[src/rtl/dma_write_engine.sv]
`default_nettype none
// ============================================================================
// Module   : dma_write_engine (plus dma_write_engine_pkg)
// Brief    : Streaming DMA writer for the CCI-P c1 channel. Turns a
//            valid/ready stream of 512-bit lines into WrLine_I requests at
//            consecutive VA cache-line addresses. It can append a WrFence and
//            pulses done once every request has been acknowledged.
// Revision : 1.0  initial release
// ============================================================================

package dma_write_engine_pkg;

  // Subset of the CCI-P c1 request/response types used by this engine
  typedef logic [41:0]  t_ccip_clAddr;
  typedef logic [15:0]  t_ccip_mdata;
  typedef logic [511:0] t_ccip_clData;

  typedef enum logic [1:0] {
    eVC_VA  = 2'h0,
    eVC_VL0 = 2'h1,
    eVC_VH0 = 2'h2,
    eVC_VH1 = 2'h3
  } t_ccip_vc;

  typedef enum logic [1:0] {
    eCL_LEN_1 = 2'h0,
    eCL_LEN_2 = 2'h1,
    eCL_LEN_4 = 2'h3
  } t_ccip_clLen;

  typedef enum logic [3:0] {
    eREQ_WRLINE_I = 4'h0,
    eREQ_WRLINE_M = 4'h1,
    eREQ_WRPUSH_I = 4'h2,
    eREQ_WRFENCE  = 4'h4,
    eREQ_INTR     = 4'h6
  } t_ccip_c1_req;

  typedef struct packed {
    logic [5:0]   rsvd2;
    t_ccip_vc     vc_sel;
    logic         sop;
    logic         rsvd1;
    t_ccip_clLen  cl_len;
    t_ccip_c1_req req_type;
    logic [5:0]   rsvd0;
    t_ccip_clAddr address;
    t_ccip_mdata  mdata;
  } t_ccip_c1_ReqMemHdr;

  typedef struct packed {
    t_ccip_c1_ReqMemHdr hdr;
    t_ccip_clData       data;
    logic               valid;
  } t_if_ccip_c1_Tx;

  typedef struct packed {
    t_ccip_vc    vc_used;
    logic        rsvd1;
    logic        hit_miss;
    logic        format;
    logic        rsvd0;
    logic [1:0]  cl_num;
    logic [3:0]  resp_type;
    t_ccip_mdata mdata;
  } t_ccip_c1_RspMemHdr;

  typedef struct packed {
    t_ccip_c1_RspMemHdr hdr;
    logic               rspValid;
  } t_if_ccip_c1_Rx;

endpackage

module dma_write_engine
  import dma_write_engine_pkg::*;
#(
  parameter int RSP_CNT_WIDTH = 32,
  parameter int ALMFULL_STALL = 1
) (
  input  logic           clk,
  input  logic           reset,
  input  t_ccip_clAddr   dst_addr,
  input  logic [31:0]    dst_ncl,
  input  logic           fence_at_end,
  input  logic           start,
  input  logic [511:0]   in_data,
  input  logic           in_valid,
  output logic           in_ready,
  input  logic           c1TxAlmFull,
  output t_if_ccip_c1_Tx c1tx,
  input  t_if_ccip_c1_Rx c1rx,
  output logic           busy,
  output logic           done,
  output logic [31:0]    words_written,
  output logic [3:0]     state_out
);

  localparam logic [3:0] S_IDLE  = 4'd0;
  localparam logic [3:0] S_WRITE = 4'd1;
  localparam logic [3:0] S_FENCE = 4'd2;
  localparam logic [3:0] S_DRAIN = 4'd3;
  localparam logic [3:0] S_DONE  = 4'd4;

  logic [3:0]               state_q,   state_d;
  t_ccip_clAddr             base_q,    base_d;
  logic [31:0]              ncl_q,     ncl_d;
  logic                     fence_q,   fence_d;
  logic [31:0]              words_q,   words_d;
  logic [RSP_CNT_WIDTH-1:0] req_cnt_q, req_cnt_d;
  logic [RSP_CNT_WIDTH-1:0] rsp_cnt_q, rsp_cnt_d;
  logic                     match_q,   match_d;
  logic                     done_q,    done_d;
  t_if_ccip_c1_Tx           c1tx_q,    c1tx_d;

  logic w_stall;
  logic w_in_ready;
  logic w_accept;
  logic w_unused_rx_hdr;

  // Only the response strobe matters; header contents are not tracked
  assign w_unused_rx_hdr = ^c1rx.hdr;

  assign w_stall    = (ALMFULL_STALL != 0) && c1TxAlmFull;
  assign w_in_ready = (state_q == S_WRITE) && (words_q < ncl_q) && !w_stall;
  assign w_accept   = in_valid && w_in_ready;

  // Next-state, request formation and response counting
  always_comb begin
    state_d   = state_q;
    base_d    = base_q;
    ncl_d     = ncl_q;
    fence_d   = fence_q;
    words_d   = words_q;
    req_cnt_d = req_cnt_q;
    rsp_cnt_d = rsp_cnt_q;
    c1tx_d    = '0;
    done_d    = (state_q == S_DONE);
    // Compare is registered, so DRAIN exits one cycle after counts meet;
    // gating with DRAIN keeps a stale match from an earlier state out.
    match_d   = (state_q == S_DRAIN) && (rsp_cnt_q == req_cnt_q);

    if (c1rx.rspValid && (state_q != S_IDLE)) begin
      rsp_cnt_d = rsp_cnt_q + RSP_CNT_WIDTH'(1);
    end

    case (state_q)
      S_IDLE: begin
        if (start) begin
          base_d    = dst_addr;
          ncl_d     = dst_ncl;
          fence_d   = fence_at_end;
          words_d   = '0;
          req_cnt_d = '0;
          rsp_cnt_d = '0;
          if (dst_ncl != 32'd0) begin
            state_d = S_WRITE;
          end else if (fence_at_end) begin
            state_d = S_FENCE;
          end else begin
            state_d = S_DONE;
          end
        end
      end
      S_WRITE: begin
        if (w_accept) begin
          c1tx_d.valid         = 1'b1;
          c1tx_d.hdr.sop       = 1'b1;
          c1tx_d.hdr.vc_sel    = eVC_VA;
          c1tx_d.hdr.cl_len    = eCL_LEN_1;
          c1tx_d.hdr.req_type  = eREQ_WRLINE_I;
          c1tx_d.hdr.address   = base_q + t_ccip_clAddr'(words_q);
          c1tx_d.hdr.mdata     = words_q[15:0];
          c1tx_d.data          = in_data;
          words_d              = words_q + 32'd1;
          req_cnt_d            = req_cnt_q + RSP_CNT_WIDTH'(1);
          if (words_q == (ncl_q - 32'd1)) begin
            state_d = fence_q ? S_FENCE : S_DRAIN;
          end
        end
      end
      S_FENCE: begin
        if (!w_stall) begin
          c1tx_d.valid        = 1'b1;
          c1tx_d.hdr.vc_sel   = eVC_VA;
          c1tx_d.hdr.req_type = eREQ_WRFENCE;
          req_cnt_d           = req_cnt_q + RSP_CNT_WIDTH'(1);
          state_d             = S_DRAIN;
        end
      end
      S_DRAIN: begin
        if (match_q) begin
          state_d = S_DONE;
        end
      end
      S_DONE: begin
        state_d = S_IDLE;
      end
      default: begin
        state_d = S_IDLE;
      end
    endcase
  end

  // State and output registers with synchronous reset
  always_ff @(posedge clk) begin
    if (reset) begin
      state_q   <= S_IDLE;
      base_q    <= '0;
      ncl_q     <= '0;
      fence_q   <= 1'b0;
      words_q   <= '0;
      req_cnt_q <= '0;
      rsp_cnt_q <= '0;
      match_q   <= 1'b0;
      done_q    <= 1'b0;
      c1tx_q    <= '0;
    end else begin
      state_q   <= state_d;
      base_q    <= base_d;
      ncl_q     <= ncl_d;
      fence_q   <= fence_d;
      words_q   <= words_d;
      req_cnt_q <= req_cnt_d;
      rsp_cnt_q <= rsp_cnt_d;
      match_q   <= match_d;
      done_q    <= done_d;
      c1tx_q    <= c1tx_d;
    end
  end

  assign in_ready      = w_in_ready;
  assign c1tx          = c1tx_q;
  assign busy          = (state_q != S_IDLE);
  assign done          = done_q;
  assign words_written = words_q;
  assign state_out     = state_q;

endmodule

`default_nettype wire

[config.mk]
export PLATFORM = sky130hd
export DESIGN_NAME = dma_write_engine
export DESIGN_NICKNAME = d
export VERILOG_FILES = /design/src/rtl/dma_write_engine.sv
export SDC_FILE = /design/constraint.sdc
export NUM_CORES = 1
export LEC_CHECK = 0
export ABC_CLOCK_PERIOD_IN_PS = 3900
export BUFFER_PORTS_ARGS = -buffer_cell sky130_fd_sc_hd__clkbuf_2
export CAP_MARGIN = 20
export CORE_AREA = 2 2 492 494
export DETAILED_ROUTE_END_ITERATION = 16
export DIE_AREA = 0 0 494 496
export PLACE_DENSITY_LB_ADDON = 0.3
export SYNTH_ARGS = -nofsm -noshare
export SYNTH_HDL_FRONTEND = slang
export SYNTH_SLANG_ARGS = --single-unit
[constraint.sdc]
create_clock -name clk -period 3.9 [get_ports clk]
set_clock_uncertainty 0.2 [all_clocks]
set_input_delay 0.78 -clock clk [delete_from_list [all_inputs] [get_ports clk]]
set_output_delay 0.78 -clock clk [all_outputs]
set_load 0.03 [all_outputs]
-- Word level (Yosys, flattened, before mapping)
Cells that the tools add are included.
Widths: inputs -> output; s select.
- flip-flop bits (word level): 770
- word-level logic and storage cells: 81
- multiplexer cells: 23
- $add $sub $neg: 5
- bitwise operators: 3
- equality and inequality tests: 11
- reductions and logical operators: 18
- order comparisons: 1
- operator list (kind ; count):
    $mux 571 ; 1
    $mux 32 ; 7
    $add 32x1->32 const B ; 3
    $pmux 32 s3 ; 1
    $eq 32x32->1 ; 2
    $pmux 32 s2 ; 1
    $add 42x32->42 ; 1
    $lt 32x32->1 ; 1
    $reduce_bool 32->1 ; 1
    $sub 32x1->32 const B ; 1
    $mux 4 ; 5
    $pmux 4 s4 ; 1
    $mux 3 ; 3
    $eq 4x2->1 const B ; 2
    $ne 2x2->1 const B ; 4
    $logic_and 1x1->1 ; 5
    $reduce_and 5->1 ; 1
    $eq 4x1->1 const B ; 1
    $eq 4x3->1 const B ; 1
    $logic_not 4->1 ; 1
    $reduce_and 4->1 ; 1
    $reduce_bool 4->1 ; 1
    $reduce_or 2->1 ; 2
    $mux 1 ; 3
    9 further kinds ; 11

-- Longest topological paths before layout
Gate-level depths: netlist of the first run.
- depth after elaboration: 6
- mapped depth: 13
- depth with buffers taken out: 11

-- Worst setup path after synthesis of the first run
OpenSTA, ideal clock, no wires.
- path type: register -> output
- from: register words_q[17] (netlist: words_written[17])
- to: output port in_ready
- cell stages (with the launch flop): 7
- data arrival time: 2.681 ns
- path slack: 0.239 ns
- buffers on the path: 0
- path through: dfxtp_1 > ha_1 > a21oi_1 > o21ai_0 > a211o_1 > or4_1 > a21boi_0
- longest elaborated chain between the ends: 3
- ends and longest elaborated chain (element ; line ; text):
    start: declaration ; 109 ; logic [31:0] words_q, words_d;
    start signal: assignment ; 223 ; words_q <= words_d;
    $lt 32x32->1 ; 125 ; assign w_in_ready = (state_q == S_WRITE) && (words_q < ncl_q) && !w_stall;
    $logic_and 1x1->1 (2 in series) ; 125 ;
    end: declaration ; 89 ; output logic in_ready,
Every way passes these cells.

-- Final worst setup path of the first run
- from: register ncl_q[15]
- to: output port in_ready
- longest elaborated chain between the ends: 3
- ends and longest elaborated chain (element ; line ; text):
    start: declaration ; 107 ; logic [31:0] ncl_q, ncl_d;
    start signal: assignment ; 221 ; ncl_q <= ncl_d;
    $lt 32x32->1 ; 125 ;
    $logic_and 1x1->1 (2 in series) ; 125 ;
Every way passes these cells.

==> metrics.cfg, run 1 <==
[run_status]
status=finished with violations
violations=negative setup slack

[sta]
rsz0062_at_grt=true
period_needed_ps=3963
final_hold_viol_count=0
setup_slack_ps=-62.96
max_freq_mhz=252.3
finalSetupViolations=1
tns_ps=-62.96
slew_viol_final=0
fin_crit_sh=1.016
relSlewSlack=0.3062
tightest_slew_ps=1035

[logic_synthesis]
synth_top_family_by_area=simple AND/OR/NAND/NOR gates
yosysSeqAreaShare=0.5440
synthSimpleGateAreaFrac=0.2435
synth_seq_cells=749
ys_async_sr_fraction=0
synth_ff_type=dfxtp_1
syn_avg_cell_area_um2=9.655
yosys_warnings=0
syn-instance-count=2855
synth_cell_types=87
synth_fa_ha_area_frac=0.03159
synth_compound_area_frac=0.08656
synth-xor-area-share=0.04385
synth_edf_count=0
syn_area_um2=27560
synthMuxAreaShare=0.004040

[drt]
vias=28520
ant_nets=0
post_drt_wl_per_cell_um=29.18
firstDrtPassIters=5
highest_layer=met5
drc=0
drt_iter0_drc=1836
routed_wl_mm=226.1
wl_met2_mm=112.0
wl_met1_mm=93.72
via_per_inst=3.680
route.met3.wl_mm=11.53

[floorplanning]
start_util=0.1150
rows=180
die_area_um2=245000
dieHeight_um=496
dieWidth_um=494
coreArea_um2=239600
io_pins=1253

[power_and_ir_drop]
vdd_drop_max_mv=0.3154
p_per_area_nw_per_um2=527.0
p_leak_nw=21.26

[min_path]
min_path_type=in -> reg

[cts]
clk_latency_ps=750
clk_pin_slew_ps=60
cts.sinks=749
cts_tree=yes
cts_root_buf=clkbuf_16
h-tree-depth=3
cts_buffer_depth=3
cts_buffers=101

[critical_path]
cp_max_fo=3
critPathArrivalTime_ps=2980
cp.required_ps=2920
end_kind=output port
startpoint_type=flip-flop
worstSetupPathType=reg -> out

[global_routing]
grt_pass1_wl_mm=285.8
grt_max_degree=124
gr-total-overflow=0
grt_usage=0.1769
antenna_found_initial=141
grt_pass1_vias=28180

[cells_and_area]
final_cell_mix=1201 x clkbuf_2, 731 x dfxtp_1, 541 x and3_1
final_area_um2=45070
layout-drive-gt1-share=0.3667
mostFrequentLayoutCell=clkbuf_2
area_growth_pct=63.51
nNetsFinal=5092

[place]
placed_area_um2=38210
place_hpwl_mm=193.1
gp_congestion=0.9786
port_buffers=1203

[flow_run]
maxCapViolations=0

-- critical path, cell delays in order (launching register included) --
cell	delay, ps
dfxtp_2	350
inv_4	50
ha_4	220
a21oi_2	120
o21ai_2	80
a211o_1	330
or4_4	620
a21boi_2	180
buf_6	150
buf_8	130
-- synthesized netlist by cell type (all sizes together), types with 3 or more instances --
master | count | area, um^2
o21bai | 7 | 52.55
o21a | 9 | 67.56
and4 | 11 | 98.84
o31ai | 14 | 110.1
o211ai | 17 | 127.6
a21o | 18 | 135.1
or3 | 32 | 211.5
a2111oi | 7 | 67.56
dfxtp | 749 | 14990
o21ai | 76 | 380.4
and2 | 15 | 95.10
clkbuf | 189 | 730.7
nor3b | 7 | 52.55
and3 | 542 | 3392
nand4 | 41 | 277.8
buf | 34 | 264.0
xor2 | 56 | 490.5
nand2b | 9 | 56.30
o2111ai | 9 | 78.83
ha | 68 | 850.8
nor4b | 3 | 26.28
xnor2 | 82 | 718.2
nor3 | 35 | 175.2
nor2b | 9 | 56.30
nand3 | 54 | 270.3
or2 | 7 | 43.79
a211oi | 8 | 60.06
or4 | 21 | 170.2
mux2i | 10 | 100.1
nand2 | 236 | 885.9
nor4 | 32 | 251.5
a21oi | 187 | 939.7
inv | 58 | 217.7
o22ai | 4 | 25.02
nand3b | 3 | 22.52
a31oi | 16 | 100.1
or3b | 8 | 70.07
nor2 | 135 | 506.7
-- metrics by stage --
stage	hold WS, ps	std cells	utilization	power [mW]	setup WS, ps
2_1_floorplan	236.4	2875	-	10.74	238.9
3_3_place_gp	252.0	7208	0.1594	13.15	171.2
3_5_place_dp	252.9	7208	0.1594	13.14	157.6
4_1_cts	0.5953	7668	0.1870	24.20	-162.8
5_1_grt	21.15	7709	0.1877	24.78	-188.0
6_report	72.51	7750	0.1881	23.75	-62.96
-- registers in the layout (all words and copies together), names as in the netlist --
name / count
base_q: 42
c1tx: 573
done: 1
fence_q: 1
match_q: 1
ncl_q: 32
req_cnt_q: 32
rsp_cnt_q: 32
state_out: 3
words_written: 32
-- layer usage --
metal	GRT usage	vias to the layer above
met2	0.3122	1207
li1	-	13130
met4	0.06365	2
met5	0	-
met3	0.03099	323
met1	0.2138	13860
-- where the power goes --
part,total (mW),internal (mW),leakage [nW],switching (mW)
clock network,10.5,6.24,1.78,4.23
registers,8.20,7.93,6.05,0.264
logic,5.09,1.73,13.4,3.36
total,23.8,15.9,21.3,7.85
-- cell type report --
type / instances / area (um^2)
antenna: 79 / 197.7
clock buffer: 133 / 2838
clock inverter: 54 / 870.8
fill: 26990 / 194600
inverter: 58 / 220.2
multi-input combinational: 1843 / 11550
sequential: 749 / 15020
tap: 3185 / 3985
timing repair buffer: 1649 / 10390
-- path summary, 6_finish.rpt --
kind / from / to / slack [ps] / cells after the start
worst min-delay path: in_data[425] / c1tx[426] / 70 / 2
worst max-delay path: ncl_q[15] / in_ready / -60 / 9
worst max register to register: words_written[3] / c1tx[566] / 150 / 11
worst min register to register: fence_q / fence_q / 260 / 2
-- cell families after synthesis --
| group | after synthesis |
|---|---|
| other cells | 1 |
| mux | 11 |
| simple gates | 1205 |
| buf+inv | 283 |
| flops | 749 |
| fa+ha+maj | 69 |
| xor+xnor | 138 |
| compound gates | 399 |
-- what timing repair did --
| action | CTS | global route |
|---|---|---|
| hold buffers | 270 | 0 |
| hold endpoints to repair | 270 | 0 |
| pin swaps | 11 | 6 |
| gates resized for setup | 51 | 11 |
| setup endpoints to repair | 1 | 6 |
| setup buffers | 5 | 3 |
(Power assumes the default switching activity.)
==> run 2, diff against run 1 <==
- CORE_AREA: 2 2 492 494 -> 2 2 481 483
- DIE_AREA: 0 0 494 496 -> 0 0 483 485
==> run 2 against run 1 <==
Net effect: the flow still finishes with violations (negative setup slack); highest routed layer unchanged; die area shrank 4.4%; core utilization is 0.92 points higher; global-route usage is 2.5 points higher.
==> metrics.cfg, run 2 (synthesis results as in run 1) <==
[sta]
setup_slack_ps=-67.64  ; -4.679 ps
max_freq_mhz=252.0  ; -0.12%
final_hold_viol_count=0  ; unchanged
finalSetupViolations=1  ; unchanged
rsz0062_at_grt=true
fin_crit_sh=1.017  ; +0.001200
period_needed_ps=3968  ; +4.679 ps
relSlewSlack=0.3014  ; -0.004853
tightest_slew_ps=1048  ; +12.92 ps
slew_viol_final=0  ; unchanged

[power_and_ir_drop]
p_leak_nw=21.33  ; +0.32%
p_per_area_nw_per_um2=528.9  ; +0.36%
vdd_drop_max_mv=0.3352  ; +6.3%
totalPowerFinal_mw=23.90  ; +0.61%

[critical_path]
critPathMaxStageDelay_ps=630  ; about the same
path_cells=inv_2, ha_4, nor2b_4, o211ai_1, a2111oi_4, or4_4, a21boi_2, buf_6, buf_12
worstSetupPathType=reg -> out
critPathTopFamily=simple AND/OR/NAND/NOR gates
crit_path_top_delay_cell=or4_4
critPathArrivalTime_ps=2990  ; about the same
cp_max_fo=2  ; -1
end_kind=output port
reg2reg_depth=9  ; -2
cp.depth=9  ; unchanged
crit_buf_inv=3  ; unchanged
cp.required_ps=2920  ; about the same
startpoint_type=flip-flop

[cells_and_area]
fin_util=0.1973  ; +0.009194
final_area_um2=45180  ; +0.24%
area_growth_pct=63.91
nNetsFinal=5089  ; -0.059%
largest_reg_flops=573  ; unchanged
mostFrequentLayoutCell=clkbuf_2
fillCellCount=25690  ; -4.8%
final_cell_mix=1201 x clkbuf_2, 727 x dfxtp_1, 541 x and3_1
layout-drive-gt1-share=0.3659  ; -0.0008319

[cts]
cts_tree=yes
cts.sinks=749  ; unchanged
clk_pin_slew_ps=60  ; about the same
cts_buffer_depth=3  ; unchanged
clk_latency_ps=740  ; about the same
cts_buffers=101  ; unchanged
h-tree-depth=3  ; unchanged
cts_root_buf=clkbuf_16

[floorplanning]
dieHeight_um=485  ; -2.2%
coreArea_um2=229000  ; -4.4%
rows=176  ; -2.2%
dieWidth_um=483  ; -2.2%
die_area_um2=234300  ; -4.4%
start_util=0.1204  ; +0.005329
io_pins=1253  ; unchanged

[run_status]
violations=negative setup slack
status=finished with violations

[global_routing]
antenna_found_initial=181  ; +28%
gr-total-overflow=0  ; unchanged
grt_usage=0.2016  ; +0.02472
grt_pass1_wl_mm=308.1  ; +7.8%
grt_pass1_vias=28750  ; +2.0%
grt_max_degree=133  ; +7.3%

[place]
placed_area_um2=38010  ; -0.51%
place_hpwl_mm=211.6  ; +9.6%
gp_congestion=0.9593  ; -2.0%
port_buffers=1203  ; unchanged

[drt]
drc=0  ; unchanged
via_per_inst=3.804  ; +3.4%
firstDrtPassIters=5  ; unchanged
routed_wl_mm=244.9  ; +8.3%
ant_nets=0  ; unchanged
post_drt_wl_per_cell_um=32.10  ; +10%
vias=29030  ; +1.8%
drt_iter0_drc=1947  ; +6.0%

[min_path]
min_path_type=in -> reg
min_path_cells=2  ; unchanged

[flow_run]
maxCapViolations=0  ; unchanged

==> run 2: cell count changes in the layout (fill, tap and decap cells not counted), moves of 5 or more <==
cell           before  now
diode_2            79  117
buf_4             150  123
dlygate4sd3_1     270  285
buf_12             26   36
clkinv_4            5   13
clkinv_2           12   17
==> run 2: final timing paths <==
check	start	endpoint	slack [ps]
setup / recovery	ncl_q[1]	in_ready	-70
hold / removal	in_data[12]	c1tx[13]	70
setup reg to reg	ncl_q[21]	state_out[0]	220
hold reg to reg	base_q[29]	base_q[29]	260
==> run 2: routing by layer <==
layer / GRT usage / vias to the layer above / wire (um)
met5: 0 / - / 76
met4: 0.09976 / 12 / 12980
met3: 0.05234 / 404 / 15590
met2: 0.3474 / 1365 / 120000
met1: 0.2301 / 14070 / 96330
li1: - / 13180 / -
==> run 2: report_power, final <==
group	switching [mW]	internal (mW)	leakage (nW)
registers	0.269	7.94	6.05
logic	3.44	1.67	13.4
clock network	4.27	6.31	1.83
==> run 2: repair_timing <==
item,CTS,global route
pin swaps,10,4
setup endpoints to repair,1,4
buffers inserted,2,3
gates resized for setup,45,18
endpoints found under the hold margin,285,0
hold buffers,285,0
==> run 2: stage by stage <==
| stage | TNS (ps) | setup WS (ps) | instances | hold slack, ps |
|---|---|---|---|---|
| after global placement | 0 | 89.67 | 7032 | 254.2 |
| after CTS | -137.1 | -137.1 | 7511 | 0.02454 |
| after floorplan | 0 | 238.9 | 2875 | 236.4 |
| after global routing | -206.5 | -206.5 | 7612 | 22.76 |
| final | -67.64 | -67.64 | 7631 | 70.33 |
| after detailed placement | 0 | 185.7 | 7032 | 253.1 |
==> run 2: layout make-up <==
| type | instances | area (um^2) | area share |
|---|---|---|---|
| antenna | 117 | 292.8 | 0.006480 |
| clock buffer | 129 | 2813 | 0.06226 |
| sequential | 749 | 15020 | 0.3325 |
| multi-input combinational | 1843 | 11560 | 0.2560 |
| clock inverter | 63 | 962.2 | 0.02130 |
| inverter | 58 | 217.7 | 0.004819 |
| timing repair buffer | 1646 | 10520 | 0.2328 |
| tap | 3026 | 3786 | 0.08380 |
